`src/rtl/arb2_mem_ctrl_pkg.sv`:
```
// Shared definitions for the two-requester memory arbiter.
// - state_e        : sequencer states; encoding 2'd3 is unused and falls back to idle
// - DefaultTimeout : default BUSY-cycle budget before a transaction is failed
// - pick_winner    : round-robin choice between the two requesters
package arb2_mem_ctrl_pkg;

    typedef enum logic [1:0] {
        StIdle = 2'd0,
        StBusy = 2'd1,
        StResp = 2'd2
    } state_e;

    localparam int unsigned DefaultTimeout = 16;

    // On a tie the requester that was not served last wins; otherwise whoever asks.
    function automatic logic pick_winner(input logic r0, input logic r1, input logic last);
        if (r0 && r1) begin
            return !last;
        end
        return r1;
    endfunction

endpackage

```
`src/rtl/arb2_mem_ctrl_if.sv`:
```
// Bundle of requester-side and memory-side signals of the arbiter.
// - slave  : arbiter view (requests and memory responses in, grants/commands out)
// - master : environment view (requesters plus memory model)
interface arb2_mem_ctrl_if #(
    parameter int unsigned AW = 32,
    parameter int unsigned DW = 32
) ();
    logic          req0;
    logic          req1;
    logic [AW-1:0] addr0;
    logic [AW-1:0] addr1;
    logic          we0;
    logic          we1;
    logic [DW-1:0] wdata0;
    logic [DW-1:0] wdata1;
    logic          done0;
    logic          done1;
    logic          err;
    logic [DW-1:0] rdata;
    logic          sel;
    logic          mem_valid;
    logic [AW-1:0] mem_addr;
    logic          mem_we;
    logic [DW-1:0] mem_wdata;
    logic [DW-1:0] mem_rdata;
    logic          mem_ready;

    modport slave (
        input  req0, req1, addr0, addr1, we0, we1, wdata0, wdata1, mem_rdata, mem_ready,
        output done0, done1, err, rdata, sel, mem_valid, mem_addr, mem_we, mem_wdata
    );

    modport master (
        output req0, req1, addr0, addr1, we0, we1, wdata0, wdata1, mem_rdata, mem_ready,
        input  done0, done1, err, rdata, sel, mem_valid, mem_addr, mem_we, mem_wdata
    );
endinterface

```
`src/rtl/arb2_mem_ctrl_mux2x1.sv`:
```
// One-bit 2:1 multiplexer.
// - a_i : selected when s_i = 0
// - b_i : selected when s_i = 1
// - s_i : select
// - y_o : output
module arb2_mem_ctrl_mux2x1 (
    input  logic a_i,
    input  logic b_i,
    input  logic s_i,
    output logic y_o
);
    assign y_o = s_i ? b_i : a_i;
endmodule

```
`src/rtl/arb2_mem_ctrl.sv`:
```
// Round-robin arbiter and sequencer for one shared memory port.
// - clk : rising-edge clock
// - rst : asynchronous active-high reset
// - bus : requester and memory signals (slave modport)
// Grants one requester, holds sel for a whole transaction, drives the memory
// command during BUSY and returns rdata or a timeout error with a done pulse.
module arb2_mem_ctrl
    import arb2_mem_ctrl_pkg::*;
#(
    parameter int unsigned AW      = 32,
    parameter int unsigned DW      = 32,
    parameter int unsigned TIMEOUT = DefaultTimeout
) (
    input  logic             clk,
    input  logic             rst,
    arb2_mem_ctrl_if.slave   bus
);
    localparam int unsigned CntW = (TIMEOUT > 2) ? $clog2(TIMEOUT) : 1;
    localparam int unsigned MuxW = AW + DW + 1;
    localparam logic [CntW-1:0] CntMax = CntW'(TIMEOUT - 1);

    state_e          state_q, state_d;
    logic            sel_q, sel_d;
    logic            last_q, last_d;
    logic [CntW-1:0] cnt_q, cnt_d;
    logic [DW-1:0]   rdata_q, rdata_d;
    logic            err_q, err_d;

    logic [MuxW-1:0] mux_a, mux_b, mux_y;
    logic            mux_we;
    logic            busy;

    // Address, write enable and write data share one bit-sliced mux.
    assign mux_a = {bus.addr0, bus.we0, bus.wdata0};
    assign mux_b = {bus.addr1, bus.we1, bus.wdata1};

    for (genvar i = 0; i < MuxW; i++) begin : g_mux
        arb2_mem_ctrl_mux2x1 u_mux (
            .a_i (mux_a[i]),
            .b_i (mux_b[i]),
            .s_i (sel_q),
            .y_o (mux_y[i])
        );
    end

    assign mux_we = mux_y[DW];
    assign busy   = (state_q == StBusy);

    assign bus.mem_addr  = mux_y[MuxW-1 -: AW];
    assign bus.mem_wdata = mux_y[DW-1:0];
    assign bus.mem_we    = mux_we & busy;
    assign bus.mem_valid = busy;
    assign bus.sel       = sel_q;
    assign bus.rdata     = rdata_q;
    assign bus.err       = err_q;
    assign bus.done0     = (state_q == StResp) & ~sel_q;
    assign bus.done1     = (state_q == StResp) & sel_q;

    always_comb begin
        state_d = state_q;
        sel_d   = sel_q;
        last_d  = last_q;
        cnt_d   = cnt_q;
        rdata_d = rdata_q;
        err_d   = err_q;
        case (state_q)
            StIdle: begin
                if (bus.req0 || bus.req1) begin
                    sel_d   = pick_winner(bus.req0, bus.req1, last_q);
                    state_d = StBusy;
                end
            end
            StBusy: begin
                // A ready on the final budget cycle still completes without error.
                if (bus.mem_ready) begin
                    rdata_d = bus.mem_rdata;
                    err_d   = 1'b0;
                    last_d  = sel_q;
                    state_d = StResp;
                end else if (cnt_q == CntMax) begin
                    err_d   = 1'b1;
                    last_d  = sel_q;
                    state_d = StResp;
                end else begin
                    cnt_d = cnt_q + 1'b1;
                end
            end
            StResp: begin
                cnt_d   = '0;
                state_d = StIdle;
            end
            default: begin
                state_d = StIdle;
            end
        endcase
    end

    always_ff @(posedge clk or posedge rst) begin
        if (rst) begin
            state_q <= StIdle;
            sel_q   <= 1'b0;
            last_q  <= 1'b1;
            cnt_q   <= '0;
            rdata_q <= '0;
            err_q   <= 1'b0;
        end else begin
            state_q <= state_d;
            sel_q   <= sel_d;
            last_q  <= last_d;
            cnt_q   <= cnt_d;
            rdata_q <= rdata_d;
            err_q   <= err_d;
        end
    end

endmodule

```
`src/flat_wrapper.sv`:
```
// flat-port wrapper written by rule: the top's interface ports become plain ports
module arb2_mem_ctrl_flat import arb2_mem_ctrl_pkg::*;
#(
    parameter int unsigned AW      = 32,
    parameter int unsigned DW      = 32,
    parameter int unsigned TIMEOUT = DefaultTimeout
)
  (clk, rst, bus_req0, bus_req1, bus_addr0, bus_addr1, bus_we0, bus_we1, bus_wdata0, bus_wdata1, bus_mem_rdata, bus_mem_ready, bus_done0, bus_done1, bus_err, bus_rdata, bus_sel, bus_mem_valid, bus_mem_addr, bus_mem_we, bus_mem_wdata);
  arb2_mem_ctrl_if #(.AW(AW), .DW(DW)) bus_i ();
  input  logic clk;
  input  logic rst;
  input wire logic [$bits(bus_i.req0)-1:0] bus_req0;
  input wire logic [$bits(bus_i.req1)-1:0] bus_req1;
  input wire logic [$bits(bus_i.addr0)-1:0] bus_addr0;
  input wire logic [$bits(bus_i.addr1)-1:0] bus_addr1;
  input wire logic [$bits(bus_i.we0)-1:0] bus_we0;
  input wire logic [$bits(bus_i.we1)-1:0] bus_we1;
  input wire logic [$bits(bus_i.wdata0)-1:0] bus_wdata0;
  input wire logic [$bits(bus_i.wdata1)-1:0] bus_wdata1;
  input wire logic [$bits(bus_i.mem_rdata)-1:0] bus_mem_rdata;
  input wire logic [$bits(bus_i.mem_ready)-1:0] bus_mem_ready;
  output wire logic [$bits(bus_i.done0)-1:0] bus_done0;
  output wire logic [$bits(bus_i.done1)-1:0] bus_done1;
  output wire logic [$bits(bus_i.err)-1:0] bus_err;
  output wire logic [$bits(bus_i.rdata)-1:0] bus_rdata;
  output wire logic [$bits(bus_i.sel)-1:0] bus_sel;
  output wire logic [$bits(bus_i.mem_valid)-1:0] bus_mem_valid;
  output wire logic [$bits(bus_i.mem_addr)-1:0] bus_mem_addr;
  output wire logic [$bits(bus_i.mem_we)-1:0] bus_mem_we;
  output wire logic [$bits(bus_i.mem_wdata)-1:0] bus_mem_wdata;
  assign bus_i.req0 = bus_req0;
  assign bus_i.req1 = bus_req1;
  assign bus_i.addr0 = bus_addr0;
  assign bus_i.addr1 = bus_addr1;
  assign bus_i.we0 = bus_we0;
  assign bus_i.we1 = bus_we1;
  assign bus_i.wdata0 = bus_wdata0;
  assign bus_i.wdata1 = bus_wdata1;
  assign bus_i.mem_rdata = bus_mem_rdata;
  assign bus_i.mem_ready = bus_mem_ready;
  assign bus_done0 = bus_i.done0;
  assign bus_done1 = bus_i.done1;
  assign bus_err = bus_i.err;
  assign bus_rdata = bus_i.rdata;
  assign bus_sel = bus_i.sel;
  assign bus_mem_valid = bus_i.mem_valid;
  assign bus_mem_addr = bus_i.mem_addr;
  assign bus_mem_we = bus_i.mem_we;
  assign bus_mem_wdata = bus_i.mem_wdata;
  arb2_mem_ctrl #(.AW(AW), .DW(DW), .TIMEOUT(TIMEOUT)) u_core (.clk(clk), .rst(rst), .bus(bus_i));
endmodule
```
`config.mk`:
```
export PLATFORM = sky130hd
export DESIGN_NAME = arb2_mem_ctrl_flat
export DESIGN_NICKNAME = d
export VERILOG_FILES = /design/src/rtl/arb2_mem_ctrl_pkg.sv /design/src/rtl/arb2_mem_ctrl_if.sv /design/src/rtl/arb2_mem_ctrl_mux2x1.sv /design/src/rtl/arb2_mem_ctrl.sv /design/src/flat_wrapper.sv
export SDC_FILE = /design/constraint.sdc
export NUM_CORES = 1
export LEC_CHECK = 0
export ABC_AREA = 1
export CAP_MARGIN = 10
export CORE_AREA = 2 2 103 105
export DETAILED_ROUTE_END_ITERATION = 8
export DIE_AREA = 0 0 105 107
export GPL_TIMING_DRIVEN = 1
export PLACE_DENSITY = 0.84
export SYNTH_ARGS = -nofsm -noshare
export SYNTH_HDL_FRONTEND = slang
export SYNTH_HIERARCHICAL = 1
export SYNTH_SLANG_ARGS = --single-unit
```
`constraint.sdc`:
```
create_clock -name clk -period 3 [get_ports clk]
set_input_delay 0.45 -clock clk [delete_from_list [all_inputs] [get_ports clk]]
set_output_delay 0.45 -clock clk [all_outputs]
set_load 0.005 [all_outputs]
```
Yosys cells after proc, flatten, opt, wreduce, memory -nomap -nowiden
Index checks and enable logic that the tools add are counted.
W data, S select, Z words.
Word-level totals
  register bits: 41
  input bits: 167
Cells by class
  add/sub/neg operators: 1
  equality and inequality tests: 7
  multiplexer cells: 81
  bitwise gates (word level): 4
  reduce and logical (&&, ||, !) cells: 11
Operators with widths (number)
  $mux W1: 74
  $mux W4: 2
  $pmux W4 S2: 1
  $reduce_and A2 Y1: 4
  $mux W2: 3
  $add A4 B1 Y4 const B: 1
  $eq A4 B4 Y1 const B: 1
  $ne A2 B2 Y1 const B: 2
  $pmux W2 S2: 1
  $reduce_bool A2 Y1: 2
  $and A1 B1 Y1: 3
  $ne A3 B3 Y1 const B: 1
  $reduce_and A3 Y1: 1
  $eq A2 B1 Y1 const B: 1
  $eq A2 B2 Y1 const B: 1
  $logic_not A2 Y1: 1
  $ne A2 B1 Y1 const B: 1
  $logic_and A1 B1 Y1: 1
  $logic_not A1 Y1: 1
  $logic_or A1 B1 Y1: 1
  $not A1 Y1: 1

Longest topological paths before layout
  depth after elaboration: 5
  mapped depth: 7
  depth with buffers taken out: 7

By module
Netlist, hierarchy kept.
By module, submodules not included
  arb2_mem_ctrl: times used 1, cells an instance 197, area each 1695.4 um^2, sequential area each 1027.2 um^2
  arb2_mem_ctrl_mux2x1: times used 65, cells an instance 4, area each 15.0 um^2, sequential area each 0.0 um^2

Worst setup path after synthesis
OpenSTA, ideal clock, no wires.
  path type: register to output
  from: reg u_core.sel_q, in the netlist u_core/bus.sel
  to: out bus_mem_we
  arrival: 2628 ps
  data required time: 2550 ps
  setup slack: -78 ps
  stages on the path, launching flop included: 5
  path through: dfrtp_1 -> nand2_1 -> nand2_1 -> inv_1 -> nor2_1
On the way
  cells in the longest elaborated chain, start to end: 2
Ends and longest elaborated chain
  start, declared: line arb2_mem_ctrl.sv:23  | logic sel_q, sel_d;
  start signal, assigned: line arb2_mem_ctrl.sv:108  | sel_q <= sel_d;
  $mux W1: line arb2_mem_ctrl_mux2x1.sv:12  | assign y_o = s_i ? b_i : a_i;
  net u_core.mux_we: line arb2_mem_ctrl.sv:30  | logic mux_we;
  $and A1 B1 Y1: line arb2_mem_ctrl.sv:51  | assign bus.mem_we = mux_we & busy;
  end, declared: line flat_wrapper.sv:29  | output wire logic [$bits(bus_i.mem_we)-1:0] bus_mem_we;
The timed path passes the listed nets, and every way through them passes these cells.

Worst setup path after layout
  from: reg u_core.sel_q, in the netlist u_core/bus.sel
  to: out bus_mem_addr[8]
On the way
  cells in the longest elaborated chain, start to end: 1
Ends and longest elaborated chain
  $mux W1: line arb2_mem_ctrl_mux2x1.sv:12
  end, declared: line flat_wrapper.sv:28  | output wire logic [$bits(bus_i.mem_addr)-1:0] bus_mem_addr;
No other way between the ends.

==> flow_summary.json <==
{
  "status": "finished clean",
  "finalMaxSlewViolations": 0,
  "fp.dieW_um": 105,
  "post_cts_resized": 0,
  "dpl_worst_slack_ns": 0.7631,
  "rsz0062_at_grt": "false",
  "io_pins": 269,
  "drcViolationCount": 0,
  "antenna_cells": 0,
  "setup_ws_ns": 0.4624,
  "gp_congestion": 0.8174,
  "via_count": 3486,
  "fin_hold_ws_ns": 0.4770,
  "r2r-start": "u_core/state_q[1]",
  "clock_latency_ns": 0.30,
  "drtIter0Drc": 180,
  "synth_area_um2": 2671,
  "min-delay-start": "u_core/last_q",
  "wl_per_cell_um": 11.74,
  "grt_usage_pct": 17.30,
  "ctsRootBufferMaster": "clkbuf_8",
  "fin_crit_sh_pct": 84.59,
  "critPathCaptureType": "output port",
  "antenna_found_initial": 0,
  "p_per_area_nw_per_um2": 752.5,
  "core_um2": 10090,
  "die_h_um": 107,
  "cts_inserted_buffers": 5,
  "cp.required_ns": 2.55,
  "syn_to_final_growth_pct": 110.9,
  "crit_fanout": 61,
  "grt_overflow_total": 0,
  "syn_inst": 457,
  "start_util_pct": 26.47,
  "dieArea_um2": 11240,
  "drtAntennaViolNets": 0,
  "ctsHoldBuffers": 0,
  "cts_setup_buffers": 0,
  "drt_wl_total_um": 10180,
  "finalNetCount": 898,
  "h-tree-depth": 2,
  "port_buffers": 268,
  "synth_area_per_cell_um2": 5.845,
  "dr.pass1.iters": 4,
  "grt_pass1_wl_um": 15990,
  "fin_util_pct": 55.83,
  "drive_above_1_share_pct": 2.599,
  "max_slew_margin_pct": 60.30,
  "hpwl_um": 8069,
  "worst-endpoint-arrival_ns": 2.09,
  "cts_tree": "yes",
  "syn_nets": 625,
  "yosysSeqAreaShare_pct": 38.45,
  "via_per_inst": 4.021,
  "r2r_cells": 5,
  "cts.sinks": 41,
  "cp-start-kind": "flop",
  "yosys_warnings": 6,
  "clkTransAtPathRegs_ns": 0.08,
  "regToRegEndpoint": "u_core/bus.rdata[9]",
  "skew_ns": 0.005512,
  "p_leak_nw": 2.916,
  "synthDistinctLibCells": 19,
  "ys_seq_elements": 41,
  "critical_path_class": "flop to output port",
  "grt_pass1_vias": 3173,
  "worst_pin_slew_ns": 0.5955,
  "setup_viol": 0,
  "cts_max_path_buffers": 2,
  "finalHoldViolCount": 0,
  "min_path_cells": 2,
  "max-cap-violations": 0,
  "reg2reg_slack_ns": 1.51,
  "rows": 37,
  "clock.fmax_mhz": 394.1,
  "power_w": 0.004240,
  "cp-startpoint": "u_core/bus.sel",
  "setup_tns_ns": 0,
  "ir_drop_uv": 596.6,
  "num-fill-cells": 933,
  "hold_path_class": "flop to flop",
  "grt_max_degree": 62,
  "crit_path_end": "bus_mem_addr[8]",
  "period_minus_slack_ns": 2.538
}
metrics by stage:
stage	cells	cell area (µm²)
finish	867	5634
global route	867	5634
CTS	867	5634
detailed placement	859	5522
global placement	859	5522
floorplan	457	2673
synth_stat cells (all sizes together):
library cell,instances,area [µm²]
nand2,311,1175
buf,6,48.79
inv,76,287.8
a21oi,1,5.000
ha,1,12.51
dfrtp,40,1001
nor2,7,33.78
dfstp,1,26.28
xor2,1,8.760
o21ai,6,30.03
nand3,5,30.03
nand4,2,12.51
layout make-up:
class,instances,area (µm²),share of cell area (%)
timing repair buffer,272,2725,48.37
multi-input combinational,334,1308,23.21
sequential,41,1031,18.30
inverter,76,287.8,5.108
tap,136,170.2,3.020
clock buffer,5,68.82,1.221
clock inverter,3,43.79,0.7773
power by group:
group / switching (W) / internal [W] / leakage [nW] / total (W)
Clock: 0.000198 / 0.000249 / 0.0585 / 0.000447
Combinational: 0.00113 / 0.00158 / 2.34 / 0.00271
Sequential: 0.000269 / 0.000813 / 0.513 / 0.00108
worst min-delay path by stage:
stage | endpoint
floorplan | u_core/last_q
global placement | u_core/bus.rdata[11]
detailed placement | u_core/bus.rdata[31]
CTS | u_core/last_q
global route | u_core/bus.rdata[23]
finish | u_core/last_q
sequential cells by signal, summed over array words and instances, names as in the netlist:
name              count
u_core/bus.err        1
u_core/bus.rdata     32
u_core/bus.sel        1
u_core/cnt_q          4
u_core/last_q         1
u_core/state_q        2
placed cells by master, fill, tap and decap left out, drive strengths merged:
master         synthesis  final
nand2                311    311
clkdlybuf4s50          0    268
inv                   76     77
dfrtp                 40     40
nor2                   7      7
o21ai                  6      6
clkbuf                 0      5
nand3                  5      5
buf                    6      4
nand4                  2      2
clkinv                 0      1
bufinv                 0      1
a21oi                  1      1
xor2                   1      1
ha                     1      1
dfstp                  1      1
worst max-delay path, cell delays in order (launching register included):
cell             delay, ns
dfrtp_4               0.82
buf_12                0.29
nand2_1               0.07
nand2_1               0.06
clkdlybuf4s50_1       0.53
per-layer routing:
metal	share of wire, %	vias up	GRT usage [%]	wire, µm
met5	0	-	0	0
met4	0.95	0	3.429	97
met3	9.6	10	6.383	980
met2	48	155	30.75	4922
met1	41	1467	20.02	4175
li1	-	1854	-	-
logic make-up after synthesis:
| logic type | count (synthesis) | share of synthesized area [%] |
|---|---|---|
| AO/OA/AOI/OAI | 7 | 1.311 |
| XOR/XNOR | 1 | 0.3279 |
| adder cells (fa/ha/maj) | 1 | 0.4683 |
| buffers and inverters | 82 | 12.60 |
| flip-flops | 41 | 38.45 |
| AND/OR/NAND/NOR | 325 | 46.84 |
Power figures use the tool's default switching activity.
